[config.mk]
export PLATFORM = sky130hd
export DESIGN_NAME = row_spawner
export DESIGN_NICKNAME = d
export VERILOG_FILES = /design/src/rtl/game_pkg.sv /design/src/rtl/lfsr16.sv /design/src/rtl/row_spawner.sv
export SDC_FILE = /design/constraint.sdc
export NUM_CORES = 1
export LEC_CHECK = 0
export ABC_AREA = 0
export ABC_CLOCK_PERIOD_IN_PS = 5570
export CAP_MARGIN = 10
export CORE_MARGIN = 2
export CORE_UTILIZATION = 49
export CTS_BUF_LIST = sky130_fd_sc_hd__clkbuf_8
export DETAILED_ROUTE_END_ITERATION = 10
export PLACE_DENSITY = 0.7
export SETUP_SLACK_MARGIN = 0.5
export SLEW_MARGIN = 20
export SYNTH_ARGS = -nofsm -noshare
export SYNTH_HDL_FRONTEND = slang
export SYNTH_SLANG_ARGS = --single-unit
[constraint.sdc]
create_clock -name CLK_50 -period 5.57 [get_ports CLK_50]
set_input_delay 1.114 -clock CLK_50 [delete_from_list [all_inputs] [get_ports CLK_50]]
set_output_delay 1.114 -clock CLK_50 [all_outputs]
set_load 0.1 [all_outputs]
[src/rtl/game_pkg.sv]
// Shared constants, FSM state type and row-pattern helper for the falling-row game.
package game_pkg;
  localparam int ROWS = 20;
  localparam int COLS = 10;
  // Fibonacci taps 16,14,13,11 expressed as a mask over state bits 15,13,12,10.
  localparam logic [15:0] LFSR_TAPS = 16'hB400;

  typedef enum logic [1:0] {IDLE, RUN, HALT} spawn_state_t;

  function automatic logic [COLS-1:0] col_bit(input logic [3:0] nib);
    logic [3:0] idx;
    logic [COLS-1:0] r;
    idx = (nib >= 4'd10) ? nib - 4'd10 : nib;
    r = '0;
    r[idx] = 1'b1;
    return r;
  endfunction

  // One obstacle from the low nibble; a second from the next nibble once hard.
  function automatic logic [COLS-1:0] row_pattern(input logic [15:0] s, input logic hard);
    logic [COLS-1:0] r;
    r = col_bit(s[3:0]);
    if (hard) r = r | col_bit(s[7:4]);
    return r;
  endfunction
endpackage

[src/rtl/lfsr16.sv]
// 16-bit Fibonacci LFSR that only moves when advance is high.
module lfsr16 import game_pkg::*; #(
  parameter logic [15:0] SEED = 16'hACE1
) (
  input  logic        clk,
  input  logic        rst,
  input  logic        advance,
  output logic [15:0] state
);
  always_ff @(posedge clk or posedge rst)
    if (rst)          state <= SEED;
    else if (advance) state <= {state[14:0], ^(state & LFSR_TAPS)};
endmodule

[src/rtl/row_spawner.sv]
// Paces row drops with a level-dependent period and generates the next top row.
module row_spawner import game_pkg::*; #(
  parameter int          BASE_PERIOD = 25_000_000,
  parameter int          MIN_PERIOD  = 5_000_000,
  parameter int          PERIOD_STEP = 2_500_000,
  parameter int          LEVEL_ROWS  = 32,
  parameter logic [15:0] SEED        = 16'hACE1
) (
  input  logic            CLK_50,
  input  logic            RESET,
  input  logic            enable,
  input  logic            end_game,
  output logic            step,
  output logic [COLS-1:0] new_row,
  output logic [2:0]      level,
  output logic [15:0]     rows_spawned
);
  localparam int CW = $clog2(BASE_PERIOD + 1);
  localparam int LW = $clog2(LEVEL_ROWS + 1);

  spawn_state_t    state, state_nxt;
  logic [CW-1:0]   cnt;
  logic [LW-1:0]   lvl_cnt;
  logic            parity;
  logic            fire;
  logic [2:0]      level_nxt;
  logic [15:0]     lfsr_q;
  logic [COLS-1:0] row_nxt;

  function automatic logic [CW-1:0] reload_val(input logic [2:0] lv);
    int p;
    p = BASE_PERIOD - int'(lv) * PERIOD_STEP;
    if (p < MIN_PERIOD) p = MIN_PERIOD;
    return CW'(p - 1);
  endfunction

  always_ff @(posedge CLK_50 or posedge RESET)
    if (RESET) state <= IDLE;
    else       state <= state_nxt;

  // end_game outranks everything, including a drop that is due this cycle.
  always_comb begin
    state_nxt = state;
    fire      = 1'b0;
    unique case (state)
      IDLE: if (end_game) state_nxt = HALT;
            else if (enable) state_nxt = RUN;
      RUN: begin
        if (end_game) state_nxt = HALT;
        else begin
          fire = (cnt == '0);
          if (!enable) state_nxt = IDLE;
        end
      end
      HALT: ;
      default: state_nxt = IDLE;
    endcase
  end

  always_comb begin
    level_nxt = level;
    if (fire && lvl_cnt == LW'(LEVEL_ROWS - 1) && level != 3'd7) level_nxt = level + 3'd1;
  end

  assign row_nxt = parity ? row_pattern(lfsr_q, level >= 3'd2) : '0;

  lfsr16 #(.SEED(SEED)) u_lfsr (
    .clk     (CLK_50),
    .rst     (RESET),
    .advance (fire),
    .state   (lfsr_q)
  );

  // The reload uses the post-step level so a level change shortens the very next interval.
  always_ff @(posedge CLK_50 or posedge RESET)
    if (RESET) begin
      cnt          <= CW'(BASE_PERIOD - 1);
      step         <= 1'b0;
      new_row      <= '0;
      level        <= '0;
      rows_spawned <= '0;
      parity       <= 1'b0;
      lvl_cnt      <= '0;
    end else begin
      step <= fire;
      if (state == RUN && !end_game) cnt <= fire ? reload_val(level_nxt) : cnt - CW'(1);
      if (fire) begin
        parity  <= ~parity;
        new_row <= row_nxt;
        level   <= level_nxt;
        lvl_cnt <= (lvl_cnt == LW'(LEVEL_ROWS - 1)) ? '0 : lvl_cnt + LW'(1);
        if (rows_spawned != 16'hFFFF) rows_spawned <= rows_spawned + 16'd1;
      end
    end
endmodule

== Word-level counts from Yosys, hierarchy flattened ==
Index checks and enable logic that the tools add are counted.

* Equal/unequal tests: 7
* $lt $le $gt $ge: 8
* Reduce and logical (&&, ||, !) cells: 11
* Multiply operators: 1
* Add/subtract/negate cells: 8
* Bitwise logic cells: 3
* Muxes and demuxes: 20

{| class="wikitable"
|+ Operator list
! cell !! count
|-
| 25-bit 2-to-1 mux || 3
|-
| 26-bit by 24-bit less-than comparator with 1-bit output, second input constant || 1
|-
| 25-bit by 25-bit subtractor with 26-bit output, first input constant || 1
|-
| 25-bit logical NOT || 1
|-
| 25-bit by 1-bit subtractor with 25-bit output, second input constant || 1
|-
| 25-bit by 2-bit subtractor with 25-bit output, second input constant || 1
|-
| 3-bit by 17-bit multiplier with 20-bit output, second input constant || 1
|-
| 10-bit 2-to-1 mux || 2
|-
| 16-bit by 1-bit adder with 16-bit output, second input constant || 1
|-
| 16-bit inequality test, second input constant || 1
|-
| 16-bit XOR reduction || 1
|-
| 4-bit by 5-bit less-than comparator with 1-bit output, second input constant || 2
|-
| 10-bit bitwise OR || 1
|-
| 3-bit inequality test, second input constant || 3
|-
| 1-bit demux with 4-bit select || 2
|-
| 4-bit by 1-bit greater-or-equal comparator with 1-bit output, second input constant || 2
|-
| 4-bit greater-or-equal comparator, second input constant || 2
|-
| 2-bit 2-to-1 mux || 4
|-
| 4-bit 2-to-1 mux || 2
|-
| 4-bit subtractor, second input constant || 2
|-
| 6-bit by 1-bit adder with 6-bit output, second input constant || 1
|-
| 6-bit by 5-bit == test with 1-bit output, second input constant || 1
|-
| 6-bit 2-to-1 mux || 1
|-
| 2-bit case mux with 3 select lines || 1
|-
| 12 further kinds || 20
|}

* Output and inout port bits: 30
* Word-level logic and storage cells: 67
* Bits in registers: 80

== Logic depth before layout (Yosys ltp) ==
* Word-level depth: 13
* Mapped depth: 20
* Gate-level depth less buffers: 20

== Cells and area by module ==
A second synthesis with hierarchy kept.

* Cell total of the unflattened synthesis: 599
* Area, all modules: 5469.0 um^2

{| class="wikitable"
|+ Modules (own cells, without submodules)
! module !! times used !! sequential area each (um^2) !! cells each !! area an instance (um^2)
|-
| row_spawner || 1 || 1622.8 || 560 || 4789.6
|-
| lfsr16 || 1 || 410.4 || 39 || 679.4
|}

== Least setup slack after synthesis ==
OpenSTA, ideal clock, no wires.

* Path type: register to register
* Start: reg level[1]
* End: reg cnt[6]
* Data required time: 5.428 ns
* Arrival: 5.641 ns
* Stages on the path, launching flop included: 20
* Setup slack: -0.213 ns
* Path buffers: 1
* Setup time: 0.142 ns
* Path through: dfrtp_1 -> ha_1 -> ha_1 -> or3_1 -> buf_2 -> nor3_2 -> xnor2_1 -> inv_2 -> ha_1 -> ha_1 -> fa_1 -> a31o_2 -> nor2_1 -> a21boi_1 -> o211ai_1 -> o311a_4 -> or2_4 -> o211a_4 -> nand2_4 -> o221ai_1

* Longest elaborated chain between the ends: 10
* Elaborated cells on any way between the ends: 11
* Those cells by class: add/sub: 3; mul: 1; order compare: 1; eq/ne: 1; mux: 4; reduce/logical: 1

{| class="wikitable"
|+ Ends and longest elaborated chain
! element !! RTL line !! source
|-
| start: declaration || row_spawner.sv:15 || <nowiki>output logic [2:0] level,</nowiki>
|-
| start signal: assignment || row_spawner.sv:90 || <nowiki>level <= level_nxt;</nowiki>
|-
| 3-bit inequality test (*) || row_spawner.sv:62 || <nowiki>if (fire && lvl_cnt == LW'(LEVEL_ROWS - 1) && level != 3'd7) level_nxt = level + 3'd1;</nowiki>
|-
| 1-bit logical AND (*) || row_spawner.sv:62 ||
|-
| 3-bit 2-to-1 mux (*) || row_spawner.sv:62 ||
|-
| named net level_nxt[0] || row_spawner.sv:26 || <nowiki>logic [2:0] level_nxt;</nowiki>
|-
| 3-bit by 17-bit multiplier with 20-bit output (*) || row_spawner.sv:32 || <nowiki>p = BASE_PERIOD - int'(lv) * PERIOD_STEP;</nowiki>
|-
| 25-bit by 25-bit subtractor with 26-bit output (*) || row_spawner.sv:32 ||
|-
| 26-bit by 24-bit less-than comparator with 1-bit output || row_spawner.sv:33 || <nowiki>if (p < MIN_PERIOD) p = MIN_PERIOD;</nowiki>
|-
| 25-bit 2-to-1 mux (*) || row_spawner.sv:33 ||
|-
| 25-bit 2-to-1 mux (*) || row_spawner.sv:86 || <nowiki>if (state == RUN && !end_game) cnt <= fire ? reload_val(level_nxt) : cnt - CW'(1);</nowiki>
|-
| 25-bit by 2-bit subtractor with 25-bit output (*) || row_spawner.sv:34 || <nowiki>return CW'(p - 1);</nowiki>
|-
| 25-bit 2-to-1 mux (*) || row_spawner.sv:86 ||
|-
| end signal: assignment || row_spawner.sv:77 || <nowiki>cnt <= CW'(BASE_PERIOD - 1);</nowiki>
|-
| end signal: assignment || row_spawner.sv:86 ||
|-
| end: declaration || row_spawner.sv:22 || <nowiki>logic [CW-1:0] cnt;</nowiki>
|}

Mark *: on every way through the listed nets, which the timed path passes. The rest lies on a longest branch. The select of a mux whose other input is x is not followed.
A chain may end at the register's enable or synchronous reset.

== Worst setup path after layout ==
* Start: in end_game
* End: reg cnt[6]

* Longest elaborated chain between the ends: 12
* Elaborated cells on any way between the ends: 14
* Those cells by class: add/sub: 2; mul: 1; order compare: 1; mux: 6; reduce/logical: 4

{| class="wikitable"
|+ Ends and longest elaborated chain
! element !! RTL line !! source
|-
| start: declaration || row_spawner.sv:12 || <nowiki>input logic end_game,</nowiki>
|-
| 1-bit 2-to-1 mux || row_spawner.sv:49 || <nowiki>if (end_game) state_nxt = HALT;</nowiki>
|-
| 1-bit 2-to-1 mux || row_spawner.sv:45 || <nowiki>unique case (state)</nowiki>
|-
| 1-bit logical AND (2 in series) || row_spawner.sv:62 ||
|-
| 3-bit 2-to-1 mux || row_spawner.sv:62 ||
|-
| named net level_nxt[2] || row_spawner.sv:26 ||
|-
| 3-bit by 17-bit multiplier with 20-bit output || row_spawner.sv:32 ||
|-
| 25-bit by 25-bit subtractor with 26-bit output || row_spawner.sv:32 ||
|-
| 26-bit by 24-bit less-than comparator with 1-bit output || row_spawner.sv:33 ||
|-
| 25-bit 2-to-1 mux || row_spawner.sv:33 ||
|-
| 25-bit 2-to-1 mux || row_spawner.sv:86 ||
|-
| 25-bit by 2-bit subtractor with 25-bit output || row_spawner.sv:34 ||
|-
| 25-bit 2-to-1 mux || row_spawner.sv:86 ||
|}

The timed path passes the listed nets, and every way through them passes these cells. The select of a mux whose other input is x is not followed.

==> results.json <==
{
  "fp.dieH_um": 110,
  "synth_top_area_share_pct": 25.0,
  "num_vias": 5073,
  "grt_overflow": 0,
  "numCtsBuffers": 9,
  "worstMarginPinSlew_ns": 0.996,
  "synth-async-reset-ratio_pct": 100,
  "min_period_over_period_pct": 88.6,
  "yosysTopAreaCell": "dfrtp_1",
  "grt_setup_unrepaired": "yes",
  "vdd_drop_max_mv": 0.113,
  "fill_cells": 935,
  "drtPass1Iterations": 5,
  "fin_worst_skew_ns": 0.0148,
  "ioPinCount": 34,
  "synth_edf_count": 0,
  "powerDensity_nw_per_um2": 166,
  "path_cells": "dlygate4sd2_1, nor3b_4, nand4_4, o31ai_4, nand2_2, buf_4, ha_2, ha_4, fa_2, a31o_4, o21ai_2, a21boi_2, nor2_2, o311a_4, or2_4, o211a_4, nand2_8, o221ai_1",
  "synth_warnings": 0,
  "grt_pass1_vias": 4790,
  "setup_viol": 0,
  "grt_first_pass_wirelength_um": 23100,
  "drive_gt1_share_pct": 22.5,
  "place_congestion": 0.918,
  "cts_sinks": 80,
  "drc": 0,
  "synthTopCellsByArea": "dfrtp_1, dfstp_2, nand2_1, xnor2_1, ha_1",
  "setup.worst_path.start_class": "input port",
  "cts_buffer_depth": 2,
  "coreArea_um2": 10900,
  "routedWlPerCell_um": 16.5,
  "slowest_delay_ns": 0.40,
  "synth_flop_cell": "dfrtp_1",
  "seq_area_frac_synth_pct": 36.9,
  "finalHoldViolations": 0,
  "initial_core_util_pct": 50.6,
  "power_w": 0.00112,
  "final_nets": 729,
  "post-dp-hpwl_um": 10600,
  "cts_max_level": 3,
  "vias_per_cell": 5.99,
  "grt_max_degree": 57,
  "synth_commonest_cells": "nand2_1, dfrtp_1, o21ai_0",
  "root_buffer": "clkbuf_8",
  "fmax_mhz": 203,
  "dp_cells": 826,
  "path_class": "input port to flip-flop",
  "status": "finished clean",
  "portBuffers": 33,
  "wl_um": 14000,
  "clk_pin_slew_ns": 0.08,
  "die-area_um2": 12100,
  "min_period_ns": 4.93,
  "rows": 38,
  "initialDrtViolationCount": 356,
  "hp-class": "flip-flop to flip-flop",
  "end_kind": "flip-flop",
  "slowest_stage": "o311a_4",
  "antenna_found_initial": 0,
  "synth_area_um2": 5510,
  "synth_nets": 653,
  "cp.arrival_ns": 5.16,
  "ys_ff_latch": 80,
  "areaGrowthSynthToFinish_pct": 22.6,
  "antenna-diode-count": 0,
  "fin_cells": 847,
  "grtUsageTotal_pct": 24.1,
  "die_w_um": 110,
  "insertion_delay_ns": 0.36,
  "synth_most_common_cell": "nand2_1",
  "maxCapViolCount": 0,
  "cp_max_fo": 8,
  "ctsHoldBuffers": 0,
  "crit_required_ns": 5.79,
  "synth_cells": 626,
  "post-place-ws_ns": -0.0571,
  "drv_slew": 0,
  "leakage_nw": 2.83,
  "ant_nets": 0,
  "fin_ws_ns": 0.635,
  "cts_tree": "built",
  "maxSlewHeadroom_pct": 33.4,
  "synth_cell_type_count": 81,
  "syn_avg_cell_area_um2": 8.81
}
power by group:
| part | internal (W) | switching (W) | leakage (nW) | total, W |
|---|---|---|---|---|
| registers | 0.000601 | 0.0000188 | 1.01 | 0.000620 |
| logic | 0.0000350 | 0.0000693 | 1.73 | 0.000104 |
| clock network | 0.000186 | 0.000215 | 0.101 | 0.000401 |
| total | 0.000821 | 0.000303 | 2.83 | 0.00112 |
cell type report:
type | count | area [um^2] | share of cell area, %
inverters | 20 | 78.8 | 1.17
well taps | 140 | 175 | 2.59
repair buffers | 86 | 727 | 10.8
clock inverters | 5 | 31.3 | 0.463
flip-flops and latches | 80 | 2040 | 30.1
clock buffers | 11 | 151 | 2.24
multi-input cells | 505 | 3560 | 52.7
layout by cell type, fill, tap and decap left out, types with 4 or more instances in the layout:
cell / instances
a21oi_1: 23
a31oi_1: 12
and3_1: 8
buf_4: 53
clkbuf_8: 11
clkdlybuf4s50_1: 32
dfrtp_1: 52
dfstp_2: 25
ha_1: 16
inv_1: 18
nand2_1: 100
nand2b_1: 6
nand3_1: 22
nand4_1: 11
nor2_1: 38
nor2b_1: 8
nor3_1: 22
nor4_1: 5
nor4_4: 4
o211ai_1: 7
o21a_1: 4
o21ai_0: 46
o21ai_1: 4
o32a_1: 5
or3_1: 10
xnor2_1: 32
xor2_1: 15
per-stage QoR:
| stage | setup TNS, ns | area, um^2 | utilization [%] | hold WS (ns) |
|---|---|---|---|---|
| floorplan | 0 | 5660 | - | 0.439 |
| global placement | 0 | 6430 | 59.1 | 0.449 |
| detailed placement | -0.135 | 6430 | 59.1 | 0.453 |
| CTS | 0 | 6680 | 61.4 | 0.467 |
| global route | 0 | 6760 | 62.1 | 0.502 |
| finish | 0 | 6760 | 62.1 | 0.464 |
flip-flops by register name (all words and copies together), names as in the netlist:
name and count:
state 2, cnt 25, lvl_cnt 6, u_lfsr.state 16
parity 1, level 3, new_row 10, step 1
rows_spawned 16
worst paths after layout:
check,startpoint,depth (start not counted),slack (ns),endpoint
min in group asynchronous,RESET,2,1.05,rows_spawned[8]$_DFFE_PP0P_
setup / recovery,end_game,18,0.64,cnt[6]$_DFFE_PP0P_
setup reg to reg,cnt[23]$_DFFE_PP0P_,17,0.78,cnt[6]$_DFFE_PP0P_
hold / removal,u_lfsr.state[11]$_DFFE_PP1N_,2,0.46,u_lfsr.state[11]$_DFFE_PP1N_
hold reg to reg,u_lfsr.state[11]$_DFFE_PP1N_,2,0.46,u_lfsr.state[11]$_DFFE_PP1N_
max in group asynchronous,RESET,3,3.46,level[0]$_DFFE_PP0N_
kinds of logic (layout without fill, tap and decap cells):
logic type / count (synthesis) / count (layout) / share of synthesized area [%]
AOI/OAI and AO/OA: 161 / 161 / 20.6
xor gates and xnor gates: 50 / 50 / 7.94
adders and majority gates: 23 / 23 / 5.49
buffers and inverters: 41 / 122 / 2.97
DFF: 80 / 80 / 36.9
muxes: 6 / 6 / 1.18
and+or+nand+nor: 265 / 265 / 24.9
timing repair:
action	CTS	global route
setup buffers	4	1
resized for setup	7	14
hold endpoints to repair	0	0
endpoints found under the setup margin	18	17
pin swaps	8	11
routing by layer:
metal,share of wire (%),GRT usage [%],vias up
met5,0,0,-
met4,2.2,7.87,0
met3,4.3,3.76,31
met2,49,41.7,139
met1,44,30.6,2467
li1,-,-,2436
critical path: cells and delay by family:
family                     cells  cell delay (ns)
buffers and inverters          2             0.43
adders and majority gates      3             0.74
AOI/OAI and AO/OA              7             1.79
and+or+nand+nor                6             1.08
No activity file was read; power rests on OpenSTA's default activity.
